## src/rtl/weighted_rr_arbiter.sv

```systemverilog
// Registered weighted round-robin arbiter: one owner at a time, each held for a programmable quantum.
// Define ARB_LOCK_EN to let the owner's locks bit stretch its grant past the quantum.
module weighted_rr_arbiter #(
    parameter  int NUM_CLIENTS = 8,
    parameter  int WEIGHT_W    = 4,
    localparam int SEL_W       = (NUM_CLIENTS > 1) ? $clog2(NUM_CLIENTS) : 1
) (
    input  logic                            clk,
    input  logic                            rst,
    input  logic [NUM_CLIENTS-1:0]          requests,
    input  logic [NUM_CLIENTS*WEIGHT_W-1:0] weights,
    input  logic [NUM_CLIENTS-1:0]          locks,
    output logic [NUM_CLIENTS-1:0]          grants,
    output logic [SEL_W-1:0]                grant_idx,
    output logic                            grant_valid
);

    typedef enum logic {
        IDLE  = 1'b0,
        GRANT = 1'b1
    } state_t;

    state_t                 stateQ, stateD;
    logic [NUM_CLIENTS-1:0] grantsQ, grantsD;
    logic [SEL_W-1:0]       idxQ, idxD;
    logic [SEL_W-1:0]       lastQ, lastD;
    logic [WEIGHT_W-1:0]    cntQ, cntD;
    logic                   validQ, validD;

    // Search starts just after the last owner and wraps, so the last owner is tried last.
    function automatic logic [SEL_W:0] pickNext(input logic [NUM_CLIENTS-1:0] mask,
                                                input logic [SEL_W-1:0]       last);
        int               idx;
        logic             found;
        logic [SEL_W-1:0] sel;
        found = 1'b0;
        sel   = '0;
        for (int k = 1; k <= NUM_CLIENTS; k++) begin
            idx = int'(last) + k;
            if (idx >= NUM_CLIENTS) idx = idx - NUM_CLIENTS;
            if (!found && mask[idx]) begin
                found = 1'b1;
                sel   = SEL_W'(idx);
            end
        end
        return {found, sel};
    endfunction

    function automatic logic [WEIGHT_W-1:0] effWeight(input logic [SEL_W-1:0] sel,
                                                     input logic [NUM_CLIENTS*WEIGHT_W-1:0] w);
        logic [WEIGHT_W-1:0] raw;
        raw = w[int'(sel)*WEIGHT_W +: WEIGHT_W];
        return (raw == '0) ? WEIGHT_W'(1) : raw;
    endfunction

    logic                   ownerReq, ownerLock;
    logic [NUM_CLIENTS-1:0] ownerMask;
    logic [SEL_W:0]         pickAll, pickOthers;
    logic                   loadEn;
    logic [SEL_W-1:0]       loadIdx;

    always_comb begin
        ownerMask          = '0;
        ownerMask[idxQ]    = 1'b1;
        ownerReq           = requests[idxQ];
        pickAll            = pickNext(requests, lastQ);
        pickOthers         = pickNext(requests & ~ownerMask, lastQ);
    end

`ifdef ARB_LOCK_EN
    assign ownerLock = locks[idxQ];
`else
    logic unusedLocks;
    assign unusedLocks = ^locks;
    assign ownerLock   = 1'b0;
`endif

    always_comb begin
        stateD  = stateQ;
        grantsD = grantsQ;
        idxD    = idxQ;
        lastD   = lastQ;
        cntD    = cntQ;
        validD  = validQ;
        loadEn  = 1'b0;
        loadIdx = idxQ;

        case (stateQ)
            IDLE: begin
                if (pickAll[SEL_W]) begin
                    loadEn  = 1'b1;
                    loadIdx = pickAll[SEL_W-1:0];
                end
            end
            GRANT: begin
                if (!ownerReq) begin
                    if (pickOthers[SEL_W]) begin
                        loadEn  = 1'b1;
                        loadIdx = pickOthers[SEL_W-1:0];
                    end else begin
                        stateD  = IDLE;
                        grantsD = '0;
                        validD  = 1'b0;
                        cntD    = '0;
                    end
                end else if (cntQ > WEIGHT_W'(1)) begin
                    cntD = cntQ - WEIGHT_W'(1);
                end else if (ownerLock) begin
                    cntD = WEIGHT_W'(1);
                end else if (pickOthers[SEL_W]) begin
                    loadEn  = 1'b1;
                    loadIdx = pickOthers[SEL_W-1:0];
                end else begin
                    // Nobody else is waiting: the owner keeps the resource with a fresh quantum.
                    loadEn  = 1'b1;
                    loadIdx = idxQ;
                end
            end
            default: begin
                stateD = IDLE;
            end
        endcase

        if (loadEn) begin
            stateD           = GRANT;
            grantsD          = '0;
            grantsD[loadIdx] = 1'b1;
            idxD             = loadIdx;
            lastD            = loadIdx;
            cntD             = effWeight(loadIdx, weights);
            validD           = 1'b1;
        end
    end

    always_ff @(posedge clk) begin
        if (rst) begin
            stateQ  <= IDLE;
            grantsQ <= '0;
            idxQ    <= '0;
            lastQ   <= SEL_W'(NUM_CLIENTS - 1);
            cntQ    <= '0;
            validQ  <= 1'b0;
        end else begin
            stateQ  <= stateD;
            grantsQ <= grantsD;
            idxQ    <= idxD;
            lastQ   <= lastD;
            cntQ    <= cntD;
            validQ  <= validD;
        end
    end

    assign grants      = grantsQ;
    assign grant_idx   = idxQ;
    assign grant_valid = validQ;

endmodule
```

## config.mk

```make
export PLATFORM = sky130hd
export DESIGN_NAME = weighted_rr_arbiter
export DESIGN_NICKNAME = d
export VERILOG_FILES = /design/src/rtl/weighted_rr_arbiter.sv
export SDC_FILE = /design/constraint.sdc
export NUM_CORES = 1
export LEC_CHECK = 0
export ABC_AREA = 1
export ABC_CLOCK_PERIOD_IN_PS = 5450
export CORE_MARGIN = 5
export CORE_UTILIZATION = 50
export CTS_BUF_LIST = sky130_fd_sc_hd__clkbuf_4
export CTS_CLUSTER_DIAMETER = 120
export DETAILED_ROUTE_END_ITERATION = 12
export PLACE_DENSITY = 0.79
export SLEW_MARGIN = 20
export SYNTH_ARGS = -nofsm -noshare
export SYNTH_HDL_FRONTEND = slang
export SYNTH_SLANG_ARGS = --single-unit
```

## constraint.sdc

```tcl
create_clock -name clk -period 5.45 [get_ports clk]
set_clock_uncertainty 0.05 [all_clocks]
set_input_delay 1.09 -clock clk [delete_from_list [all_inputs] [get_ports clk]]
set_output_delay 1.09 -clock clk [all_outputs]
set_load 0.005 [all_outputs]
```

==> metrics.md <==
| Metric | Value |
|---|---|
| Outcome | `finished, final reports clean` |
| Pin count of the biggest net entering global routing | `28` |
| Asr flop ratio synth | `0%` |
| Final hold vios | `0` |
| EDFF count, synth | `0` |
| Number of antenna diodes | `0` |
| Initial drt markers | `362` |
| I/O pin cnt | `62` |
| Number of setup buffers added after CTS | `0` |
| Final Hold Slack | `428 ps` |
| Worst endpoint data arrival time | `4280 ps` |
| Count of mapped cells out of synthesis | `518` |
| DR vias/cell | `5.36` |
| Number of global-route vias before repair | `3043` |
| RSZ-0062 raised after global routing | `false` |
| Number of setup violations in the final report | `0` |
| Tot GR Track Use | `22.2%` |
| Pre-antenna DRT Iters | `5` |
| Core area | `0.00554 sq mm` |
| Clock root cell | `clkbuf_4` |
| Number of maximum-capacitance violations | `0` |
| Routed Wire Length | `8.13 mm` |
| Effective utilization at floorplan | `51.4%` |
| Worst reg2reg setup slack | `1480 ps` |
| Synthesis-to-finish area growth | `19.0%` |
| Most common cell after layout, fill and taps aside | `nand2_1` |
| Worst min path class | `reg -> reg` |
| Hold Path Origin | `grant_valid` |
| Ratio of final minimum period to clock period | `75.0%` |
| RD Place Congestion | `0.959` |
| Flip-flop and latch count after synthesis | `20` |
| Clock input transition at the sequential cells of the worst setup and hold paths | `110 ps` |
| Req. time, crit path | `5640 ps` |
| Clock latency on the worst-skew pair | `300 ps` |
| Total die area | `0.00731 sq mm` |
| Synth cell types | `43` |
| Reg2reg start | `lastQ[1]` |
| Num Clock Sinks | `20` |
| Reg2reg path depth | `26` |
| Synth warnings | `0` |
| Post-DR wirelength/cell | `12.9 um` |
| CTS buffer count | `3` |
| Die extent in y | `85.5 um` |
| Count of hold buffers inserted by post-cts repair | `0` |
| Worst Setup Path Type | `in -> reg` |
| Mean instance size in the synthesized netlist | `5.50 sq um` |
| Sink of the worst hold path | `grant_valid` |
| Post-layout net count | `615` |
| Final Max Tran Viols | `0` |
| Kind of start point of the critical path | `input port` |
| Vias post-DR | `3390` |
| Cell depth of the worst hold path | `2` |
| Leftover overflow at the end of global routing | `0` |
| Global-route wire length before repair | `13.8 mm` |
| Detailed placement HPWL | `6.47 mm` |
| Number of nets in the synthesized netlist | `572` |
| Slew at the pin closest to its max-slew limit | `787 ps` |
| Share of layout cells above drive strength 1 | `12.1%` |
| Maximum level of the CTS H-tree | `1` |
| Die Width | `85.5 um` |
| Post-cts repair resize count | `0` |
| Critical Path End Type | `flop` |
| Terminus of the critical flop-to-flop path | `cntQ[0]` |
| Core utilization of the finished layout | `61.2%` |
| Maximum clock frequency | `245 MHz` |
| Number of buffers on the longest clock path | `2` |
| Worst slew margin relative to its limit | `46.8%` |
| Detailed-route DRC error count | `0` |
| CTS tree | `done` |
| Cell area after synthesis | `0.00285 sq mm` |
| Post-layout min period | `4090 ps` |
| Input/output buffers | `53` |
| Initial antenna violation count | `0` |
| Critical path fanouts, max | `20` |
| Count of antenna-violating nets left after detailed routing | `0` |
| Most used flip-flop cell after synthesis | `dfxtp_1` |
| Commonest non-fill, non-tap cells in the layout | `178 x nand2_1, 71 x nand3_1, 53 x clkdlybuf4s50_1` |
| Setup TNS | `0 ps` |
| # rows | `27` |
| Share of the yosys chip area belonging to registers | `14.0%` |
-- synthesized netlist by cell type, types with 2 or more instances --
library cell	instances	area [sq um]
a21oi_1	17	85.1
buf_4	5	37.5
clkbuf_1	2	7.51
buf_6	5	56.3
o22ai_1	2	12.5
nand4_1	7	43.8
nor3_1	4	20.0
nand3_1	71	355
buf_2	7	35.0
nand2_4	3	33.8
a21oi_2	4	35.0
nand2_2	13	81.3
inv_1	43	161
a31oi_1	2	12.5
o21ai_0	16	80.1
nand3b_1	5	37.5
inv_2	17	63.8
o211ai_1	2	15.0
ha_1	4	50.1
a21boi_1	2	15.0
o21ai_1	10	50.1
nand3_2	5	50.1
nor2_1	46	173
nor2_2	5	31.3
or2_2	2	12.5
dfxtp_1	20	400
nand2_1	178	668
xor2_2	2	32.5
nor2_4	5	56.3
-- through the flow --
step	cell area [sq um]	instances	setup WS, ps
6_report	3390	632	1360
5_1_grt	3390	632	958
4_1_cts	3390	632	1370
3_5_place_dp	3360	628	1060
3_3_place_gp	3360	628	1130
2_1_floorplan	2850	518	2170
-- per-layer routing --
layer | track usage [%] | vias to the layer above | wire length, um
met5 | 0 | - | 0
met3 | 2.02 | 13 | 492
li1 | - | 1751 | -
met1 | 32.5 | 1517 | 3930
met2 | 35.1 | 109 | 3620
met4 | 5.18 | 0 | 95
-- cell type report --
type | count | area [sq um]
Clock buffer | 3 | 22.5
Clock inverter | 1 | 3.75
Fill cell | 575 | 2150
Inverter | 61 | 229
Multi-Input combinational cell | 418 | 2080
Sequential cell | 20 | 400
Tap cell | 72 | 90.1
Timing Repair Buffer | 57 | 561
-- flip-flops by register name, summed over array words and instances, names as in the netlist --
name / flops
stateQ: 1
lastQ: 3
grants: 8
grant_idx: 3
cntQ: 4
grant_valid: 1
-- worst max-delay path, cell delays in order --
cell             delay, ps
clkdlybuf4s50_1        480
nand2_1                100
inv_1                   50
nand2_1                 90
nand3_1                110
nand2_1                140
nand2_1                 80
nand2_1                140
nand3_1                100
nor2_2                 150
o21ai_0                110
nor2_1                 110
nand2_1                 50
nand2_1                100
nand3_2                230
nand2_2                370
nand2_1                100
nand2_1                 80
nand2_1                 50
nand2_1                 80
inv_2                   30
nand2_1                100
nand3_1                 80
nand2_1                 60
nand2_1                 70
a21oi_2                120
-- worst max path at each step --
stage           startpoint        end  slack (ps)  depth (start not counted)
2_1_floorplan  requests[2]    cntQ[0]        2170                         23
3_3_place_gp   requests[3]  grants[0]        1130                         20
3_5_place_dp   requests[2]  grants[0]        1060                         21
4_1_cts        requests[2]  grants[0]        1370                         21
5_1_grt        requests[2]    cntQ[0]         960                         26
6_report       requests[6]    cntQ[0]        1360                         26
-- kinds of logic (layout without fill, tap and decap cells) --
family	after synthesis	in the layout	share of synthesized area [%]
adders and majority gates	4	4	1.76
xor gates and xnor gates	3	3	1.45
buffers and inverters	80	122	12.8
DFF	20	20	14.0
AOI/OAI and AO/OA	61	61	12.5
and+or+nand+nor	350	350	57.4
Power is not shown: default switching activity piles up to over one toggle a cycle in this logic, so the estimate is an artifact.
